`src/rtl/calc_pkg.sv`:
```
// Shared encodings for the graphing calculator: application states and graph types.
package calc_pkg;

  typedef enum logic [1:0] {
    ST_SPLASH = 2'd0,
    ST_MENU   = 2'd1,
    ST_COEF   = 2'd2,
    ST_PLOT   = 2'd3
  } state_t;

  localparam logic [1:0] GT_POLY = 2'd0;
  localparam logic [1:0] GT_COS  = 2'd1;
  localparam logic [1:0] GT_SIN  = 2'd2;

  function automatic int max3(input int a, input int b, input int c);
    int m;
    m = (a > b) ? a : b;
    return (m > c) ? m : c;
  endfunction

endpackage

```
`src/rtl/hold_detector.sv`:
```
// Long-press detector: fires back_pulse_o once when btn_i has been held for HOLD_CYCLES
// enabled cycles; re-arms only after a release.
module hold_detector #(
  parameter int HOLD_CYCLES = 100_000_000,
  parameter int CNT_W       = $clog2(HOLD_CYCLES) + 1
) (
  input  logic clk,
  input  logic reset,
  input  logic en_i,
  input  logic btn_i,
  output logic back_pulse_o
);

  localparam logic [CNT_W-1:0] HOLD_LAST = CNT_W'(HOLD_CYCLES - 1);

  logic [CNT_W-1:0] cnt_q;
  logic             armed_q;

  assign back_pulse_o = en_i & btn_i & armed_q & (cnt_q == HOLD_LAST);

  always_ff @(posedge clk or posedge reset) begin
    if (reset) begin
      cnt_q   <= '0;
      armed_q <= 1'b1;
    end else if (!btn_i) begin
      cnt_q   <= '0;
      armed_q <= 1'b1;
    end else if (!en_i) begin
      cnt_q   <= '0;
    end else if (armed_q) begin
      if (back_pulse_o) begin
        cnt_q   <= '0;
        armed_q <= 1'b0;
      end else begin
        cnt_q   <= cnt_q + 1'b1;
      end
    end
  end

endmodule

```
`src/rtl/graph_flow_controller.sv`:
```
// Application sequencer: splash -> menu -> coefficient entry (two graphs) -> plot,
// with long-press back-to-menu and frame pacing while plotting.
module graph_flow_controller
  import calc_pkg::*;
#(
  parameter int SPLASH_CYCLES = 200_000_000,
  parameter int HOLD_CYCLES   = 100_000_000,
  parameter int FRAME_CYCLES  = 1_666_667
) (
  input  logic       clk,
  input  logic       reset,
  input  logic       btnC_debounced,
  input  logic       menu_confirmed,
  input  logic [1:0] graph1_type,
  input  logic [1:0] graph2_type,
  input  logic       entry_done,
  output logic [1:0] state,
  output logic       state_entry,
  output logic       active_graph,
  output logic [1:0] active_type,
  output logic [1:0] g1_type_lat,
  output logic [1:0] g2_type_lat,
  output logic       plot_enable,
  output logic       frame_tick
);

  localparam int CNT_W = $clog2(max3(SPLASH_CYCLES, HOLD_CYCLES, FRAME_CYCLES)) + 1;
  localparam logic [CNT_W-1:0] SPLASH_LAST = CNT_W'(SPLASH_CYCLES - 1);
  localparam logic [CNT_W-1:0] FRAME_LAST  = CNT_W'(FRAME_CYCLES - 1);

  state_t           state_q;
  logic [CNT_W-1:0] cnt_q;
  logic             entry_q, active_q, plot_q, tick_q, btn_prev_q;
  logic [1:0]       g1_q, g2_q;
  logic             btn_edge, back;

  assign btn_edge = btnC_debounced & ~btn_prev_q;

  hold_detector #(
    .HOLD_CYCLES(HOLD_CYCLES),
    .CNT_W      (CNT_W)
  ) u_hold (
    .clk         (clk),
    .reset       (reset),
    .en_i        ((state_q == ST_COEF) || (state_q == ST_PLOT)),
    .btn_i       (btnC_debounced),
    .back_pulse_o(back)
  );

  always_ff @(posedge clk or posedge reset) begin
    if (reset) begin
      state_q    <= ST_SPLASH;
      cnt_q      <= '0;
      entry_q    <= 1'b0;
      active_q   <= 1'b0;
      plot_q     <= 1'b0;
      tick_q     <= 1'b0;
      g1_q       <= GT_POLY;
      g2_q       <= GT_POLY;
      btn_prev_q <= 1'b1;
    end else begin
      btn_prev_q <= btnC_debounced;
      entry_q    <= 1'b0;
      tick_q     <= 1'b0;
      unique case (state_q)
        ST_SPLASH: begin
          if (cnt_q == SPLASH_LAST || btn_edge) begin
            state_q <= ST_MENU;
            entry_q <= 1'b1;
            cnt_q   <= '0;
          end else begin
            cnt_q   <= cnt_q + 1'b1;
          end
        end
        ST_MENU: begin
          // A confirm landing on the entry cycle is a leftover from the previous screen.
          if (menu_confirmed && !entry_q) begin
            g1_q     <= graph1_type;
            g2_q     <= graph2_type;
            active_q <= 1'b0;
            state_q  <= ST_COEF;
            entry_q  <= 1'b1;
          end
        end
        ST_COEF: begin
          if (back) begin
            state_q  <= ST_MENU;
            entry_q  <= 1'b1;
            active_q <= 1'b0;
          end else if (entry_done) begin
            entry_q <= 1'b1;
            if (!active_q) begin
              active_q <= 1'b1;
            end else begin
              state_q <= ST_PLOT;
              plot_q  <= 1'b1;
              cnt_q   <= '0;
            end
          end
        end
        ST_PLOT: begin
          if (back) begin
            state_q  <= ST_MENU;
            entry_q  <= 1'b1;
            active_q <= 1'b0;
            plot_q   <= 1'b0;
            cnt_q    <= '0;
          end else if (cnt_q == FRAME_LAST) begin
            cnt_q  <= '0;
            tick_q <= 1'b1;
          end else begin
            cnt_q  <= cnt_q + 1'b1;
          end
        end
        default: state_q <= ST_SPLASH;
      endcase
    end
  end

  assign state        = state_q;
  assign state_entry  = entry_q;
  assign active_graph = active_q;
  assign active_type  = active_q ? g2_q : g1_q;
  assign g1_type_lat  = g1_q;
  assign g2_type_lat  = g2_q;
  assign plot_enable  = plot_q;
  assign frame_tick   = tick_q;

endmodule

```
`config.mk`:
```
export PLATFORM = sky130hd
export DESIGN_NAME = graph_flow_controller
export DESIGN_NICKNAME = d
export VERILOG_FILES = /design/src/rtl/calc_pkg.sv /design/src/rtl/hold_detector.sv /design/src/rtl/graph_flow_controller.sv
export SDC_FILE = /design/constraint.sdc
export NUM_CORES = 1
export LEC_CHECK = 0
export CAP_MARGIN = 25
export CORE_MARGIN = 2
export CORE_UTILIZATION = 55
export DETAILED_ROUTE_END_ITERATION = 16
export GPL_TIMING_DRIVEN = 0
export PLACE_DENSITY = 0.77
export SLEW_MARGIN = 20
export SYNTH_ARGS = -nofsm -noshare
export SYNTH_HDL_FRONTEND = slang
export SYNTH_SLANG_ARGS = --single-unit
```
`constraint.sdc`:
```
create_clock -name clk -period 2.2 [get_ports clk]
set_input_delay 0.33 -clock clk [delete_from_list [all_inputs] [get_ports clk]]
set_output_delay 0.33 -clock clk [all_outputs]
set_load 0.03 [all_outputs]
```
Word-level counts from Yosys, hierarchy flattened:

Index checks and enable logic that the tools add are counted.

* add/sub/neg operators: 2
* eq/ne operators: 16
* mux-type cells: 41
* bitwise gates (word level): 5
* reduce and logical (&&, ||, !) cells: 13

Operator list (number)
* $mux 29: 10
* $pmux 29 s3: 1
* $add 29x1->29 const B: 2
* $eq 29x21->1 const B: 1
* $eq 29x27->1 const B: 1
* $eq 29x28->1 const B: 1
* $mux 1: 19
* $mux 2: 7
* $ne 2x2->1 const B: 6
* $reduce_and 5->1: 2
* $ne 3x3->1 const B: 3
* $pmux 2 s4: 1
* $reduce_and 4->1: 2
* $reduce_bool 3->1: 2
* $and 1x1->1: 4
* $eq 2x2->1 const B: 2
* $pmux 1 s4: 1
* $pmux 1 s3: 1
* $eq 2x1->1 const B: 1
* $logic_not 2->1: 1
* $logic_or 1x1->1: 2
* $ne 2x1->1 const B: 1
* $pmux 1 s2: 1
* $reduce_and 2->1: 1
* other kinds (4): 4

* flip-flop bits (word level): 70
* input port bits: 9
* word-level logic and storage cells: 88

Depth between registers and ports, before layout:

* depth after elaboration: 9
* gate-level depth with buffers: 10
* mapped depth without buffers: 8

By module:

Synthesis repeated with hierarchy kept, for this count alone.

* cells, all modules: 481
* area, all modules: 4400.5 um2

By module, submodules not included
* graph_flow_controller: times used 1, cells an instance 268, area each 2486.1 um2, sequential area each 1002.2 um2
* hold_detector: times used 1, cells an instance 213, area each 1914.3 um2, sequential area each 752.0 um2

Worst setup path before layout:

Ideal clock, no wire load.

* path kind: reg2reg
* start point: reg state_q[0] (netlist: state[0])
* end point: reg cnt_q[2]
* setup time: 116 ps
* arrival: 2462 ps
* required time: 2084 ps
* setup slack: -378 ps
* cell stages (with the launch flop): 10
* period minus slack after synthesis: 2578 ps
* path through: dfrtp_1 > inv_1 > ha_1 > clkbuf_1 > o211ai_1 > nor4_4 > nor3b_4 > buf_6 > o21bai_2 > o311ai_0

* cells in the longest elaborated chain, start to end: 7
* elaborated cells on any way between the ends: 14
* classes of those cells: eq/ne (5); mux (2); bitwise (3); reduce/logical (4)

RTL lines
* start: declaration: line graph_flow_controller.sv:31 `state_t state_q;`
* start signal: assignment: line graph_flow_controller.sv:52 `state_q <= ST_SPLASH;`
* start signal: assignment: line graph_flow_controller.sv:68 `state_q <= ST_MENU;`
* start signal: assignment: line graph_flow_controller.sv:81 `state_q <= ST_COEF;`
* $eq 2x2->1: line graph_flow_controller.sv:45, graph_flow_controller.sv:65
* $logic_or 1x1->1: line graph_flow_controller.sv:45 `.en_i ((state_q == ST_COEF) || (state_q == ST_PLOT)),`
* $and 1x1->1 (3 in a row): line hold_detector.sv:19 `assign back_pulse_o = en_i & btn_i & armed_q & (cnt_q == HOLD_LAST);`
* $mux 29 / $ne 2x2->1 (equally long branches)
* $pmux 29 s3 / $reduce_and 4->1 (equally long branches)
* end signal: assignment: line graph_flow_controller.sv:72 `cnt_q <= cnt_q + 1'b1;`
* end signal: assignment: line graph_flow_controller.sv:112 `cnt_q <= cnt_q + 1'b1;`
* end: declaration: line graph_flow_controller.sv:32 `logic [CNT_W-1:0] cnt_q;`

Several ways; a longest one is shown, not always the timed one.
A chain may end at the register's enable or synchronous reset.

Worst setup path in the final report:

* start point: reg u_hold.cnt_q[0]
* end point: reg cnt_q[20]

* cells in the longest elaborated chain, start to end: 4
* elaborated cells on any way between the ends: 6
* classes of those cells: eq/ne (2); mux (2); bitwise (1); reduce/logical (1)

RTL lines
* start: declaration: line hold_detector.sv:16 `logic [CNT_W-1:0] cnt_q;`
* start signal: assignment: line hold_detector.sv:35 `cnt_q <= cnt_q + 1'b1;`
* $eq 29x27->1 *: line hold_detector.sv:19
* $and 1x1->1 *: line hold_detector.sv:19
* $mux 29 / $ne 2x2->1 (equally long branches)
* $pmux 29 s3 / $reduce_and 4->1 (equally long branches)

Every way passes the cells marked *; elsewhere a longest branch is shown, timed or not.

==> impl_summary.md <==
Outcome
The flow ran to the end, but the final reports show violations. The checks that failed: negative setup slack.

CTS
Clock-pin slew was measured on the worst setup and hold paths at 0.08 ns. Hold repair after CTS inserted 0 buffers. The root buffer cell chosen for the clock tree is clkbuf_8. The longest clock path from root to sink contains 2 buffers. The TritonCTS clock tree is built. The H-tree was split into 3 levels. Buffers inserted during clock tree synthesis total 9.

The clock sink count is 70. Clock latency on the worst-skew pair, taken at its later pin, is between 0.3 and 0.4 ns.

STA
The fmax is 424.6 MHz. The worst path in the final design needs a cycle of 2.355 ns, including I/O delays and setup. In the finished design, the share of the clock period the worst path needs comes to 1.070. The count of final setup violators is 25. The slack of the critical path is -0.1549 ns. The count of final hold-check violations is 0. Summed over all failing endpoints, the final setup total negative slack is -0.9702 ns. The final-layout worst hold slack is 0.2588 ns.

Setup repair after global routing could not meet its margin everywhere. The final max-slew violation count was 0. The transition at the pin with the smallest max-transition slack is 0.7858 ns.

The worst setup skew after layout is 0.01471 ns. The tightest slew margin relative to the limit is 0.4721.

GRT
The overall track demand over capacity in global routing is 0.2908. The largest net degree at the start of global routing is 54. The via count of the first global-routing pass is 4116. The initial antenna violation count is 0. The overall overflow remaining after global route is 0. The first-pass GRT wire length is 20060 um.

Critical path
The worst setup path startpoint is u_hold.cnt_q[0]. The required time of the worst setup path is around 2.4 ns. The worst setup path is captured at a flop. Of all nets on the critical path, the largest fanout is 5. The kind of critical path is reg2reg.

At the worst endpoint, the arrival time is 2.58 ns. The beginning of the worst register-to-register path is u_hold.cnt_q[0]. The worst setup path is launched from a flop.

Detailed routing
The number of iterations in the first detailed-routing pass is 5. The number of vias in the routed layout is 4418. After detailed routing, the average wire length per cell comes to 18.31 um. The post-detailed-routing wire length is 12520 um.

The detailed router finished its first iteration with a little over 500 violations. The count of antenna-violating nets left after detailed routing is 0. The DRC violations left is 0. The ratio of routed vias to standard cells is 6.459.

Logic synthesis
In this run, synthesis produced a sequential element count of 70. After synthesis, the netlist uses 60 different library cells. After synthesis, the cell types taking the most area are dfrtp_1 (39%), nand2_1 (7.4%), o21ai_0 (4.7%).

The average instance area after synthesis is 8.699 sq um. Of the synthesized area, sequential elements account for 0.4001. The share of synthesized flip-flops with an asynchronous set or reset is 1.000.

The dominant synthesized flop cell is dfrtp_1. In this run, synthesis inferred 0 flip-flops with an integrated enable. The largest total area in the synthesized netlist belongs to dfrtp_1. In the synthesized netlist, the number of instances is 504.

The number of nets handed over by synthesis was 522. The area of the mapped netlist is 4384 sq um. Of the post-synthesis cell area, the dominant cell type holds 0.3881. Yosys printed 0 warnings.

Cells and area
Summing all non-filler instances in the final layout gives an area of about 5600 sq um. The layout-stage area growth over the synthesis result is 27.51%. Of the cells placed in the final design, the portion with a size suffix greater than 1 is 0.2680. After the last flow step, the layout net total stands at 595. The number of antenna diodes in the final layout is 0.

After filler insertion, the fill cell instance count of the layout stands at 528.

Floorplanning
The floorplan step defined a die boundary enclosing 8701 sq um. The number of top-level pins is 21. The core footprint is 7727 sq um. The height of the die is 93.28 um.

The number of rows in the core area is 32. For this configuration, the core starts out at a cell density of 0.5674. The width of the die is 93.28 um.

Place
The routability-driven placement congestion ratio is 0.9322. The placed instances occupy a cell area of 4775 sq um. The half-perimeter wire length after placement is 7852 um. Buffers placed on the I/O ports in this run total 20. Timing analysis after detailed placement gives a worst setup slack of -0.5037 ns.

Min path
The tightest min-delay check is of the in2async type.

Power and ir drop
The power density of the placed cells is 1198 nW/um^2. IR analysis of the VDD net gives a maximum drop of 963.8 uV. The design draws 6.699 mW. The static leakage is between 2 and 2.5 nW.

Job
Across the run, the number of max-cap violations was 0.
path summary, 6_finish.rpt:
kind	end	slack [ns]	cells past startpoint
max	cnt_q[20]	-0.15	11
min	cnt_q[6]	0.26	2
min reg2reg	u_hold.cnt_q[28]	0.49	1
max reg2reg	cnt_q[20]	-0.15	11
max in group asynchronous	u_hold.armed_q	1.35	3
min in group clk	u_hold.cnt_q[28]	0.49	1
final cells by class:
cell class / instances / area, sq um / area share
multi-input cells: 395 / 2655 / 0.4749
clock inverters: 7 / 65.06 / 0.01164
flip-flops and latches: 70 / 1773 / 0.3171
well taps: 102 / 127.6 / 0.02283
clock buffers: 9 / 123.9 / 0.02216
repair buffers: 64 / 585.6 / 0.1047
plain buffers: 22 / 198.9 / 0.03559
inverters: 15 / 61.31 / 0.01097
critical path, cell delays in order, from the launching register on:
cell and delay (ns):
dfrtp_2 0.40, ha_4 0.15, and4_4 0.26, buf_4 0.13
nand2_4 0.08, nor4_4 0.27, buf_4 0.19, nor3b_4 0.05
buf_6 0.15, buf_4 0.14, o2111ai_1 0.25, nand3_1 0.13
layer usage:
metal  wire length (um)  track usage  up-vias  share of wire
li1                   -            -     2026              -
met1               5311       0.4060     2158           0.42
met2               6029       0.4676      207           0.48
met3                928      0.03384       27          0.074
met4                251       0.1066        0          0.020
met5                  0            0        -              0
state kept, by name, summed over array words and instances (netlist names):
signal,flops
state_entry,1
state,2
btn_prev_q,1
frame_tick,1
g1_type_lat,2
plot_enable,1
u_hold.armed_q,1
g2_type_lat,2
active_graph,1
u_hold.cnt_q,29
cnt_q,29
placed cells by master (no fill, tap or decap), drive strengths merged, types with 5 or more instances in the layout:
master         instances
buf                   59
ha                     9
nand4                 18
or4                    7
clkbuf                16
nand3                 32
nor2                  17
or3                    5
and4                   8
or2                    5
nand2                 87
nor4                  11
inv                   15
nor3                  32
o21ai                 52
mux2                   7
dfrtp                 68
clkdlybuf4s50         20
a21oi                 10
o22ai                  5
o31ai                  6
and3                   6
o211ai                26
synth_stat cells, drive strengths merged (2+ instances only):
cell     n
o21a     4
nand4   18
nor4b    4
nor2    17
inv     15
nor4    11
a211oi   3
or3      5
o21ai   52
and2     4
and4     8
nand2b   3
nand3b   2
nand2   87
mux2     7
o22ai    5
and3     6
o21bai   2
a21o     3
clkbuf  10
or2      5
or4      7
dfstp    2
o211ai  26
ha       9
nand3   32
o31ai    6
xor2     4
xnor2    2
a21oi   10
buf     14
mux2i    4
nor2b    2
a31oi    2
dfrtp   68
nor3b    2
nor3    32
a22o     2
timing repair:
action	CTS	global route
setup endpoints to repair	62	58
buffers inserted	28	16
gates resized for setup	37	54
gates cloned	1	0
pin swaps	11	31
cell families after synthesis:
kind of cell,count (synthesis),synth area share
simple gates,247,0.3094
compound gates,122,0.1798
flops,70,0.4001
buf+inv,39,0.04595
xor+xnor,6,0.01199
mux,11,0.02711
fa+ha+maj,9,0.02569
per-stage QoR:
| step | std cells | utilization |
|---|---|---|
| global route | 684 | 0.7234 |
| detailed placement | 627 | 0.6179 |
| floorplan | 504 | - |
| finish | 684 | 0.7234 |
| CTS | 670 | 0.6862 |
| global placement | 626 | 0.6132 |
power breakdown:
group / internal [mW] / leakage (nW) / switching, mW / total, mW
sequential: 1.67 / 0.881 / 0.487 / 2.16
combinational: 1.59 / 1.31 / 1.91 / 3.50
clock: 0.515 / 0.0948 / 0.528 / 1.04
No activity file was read; power rests on OpenSTA's default activity.
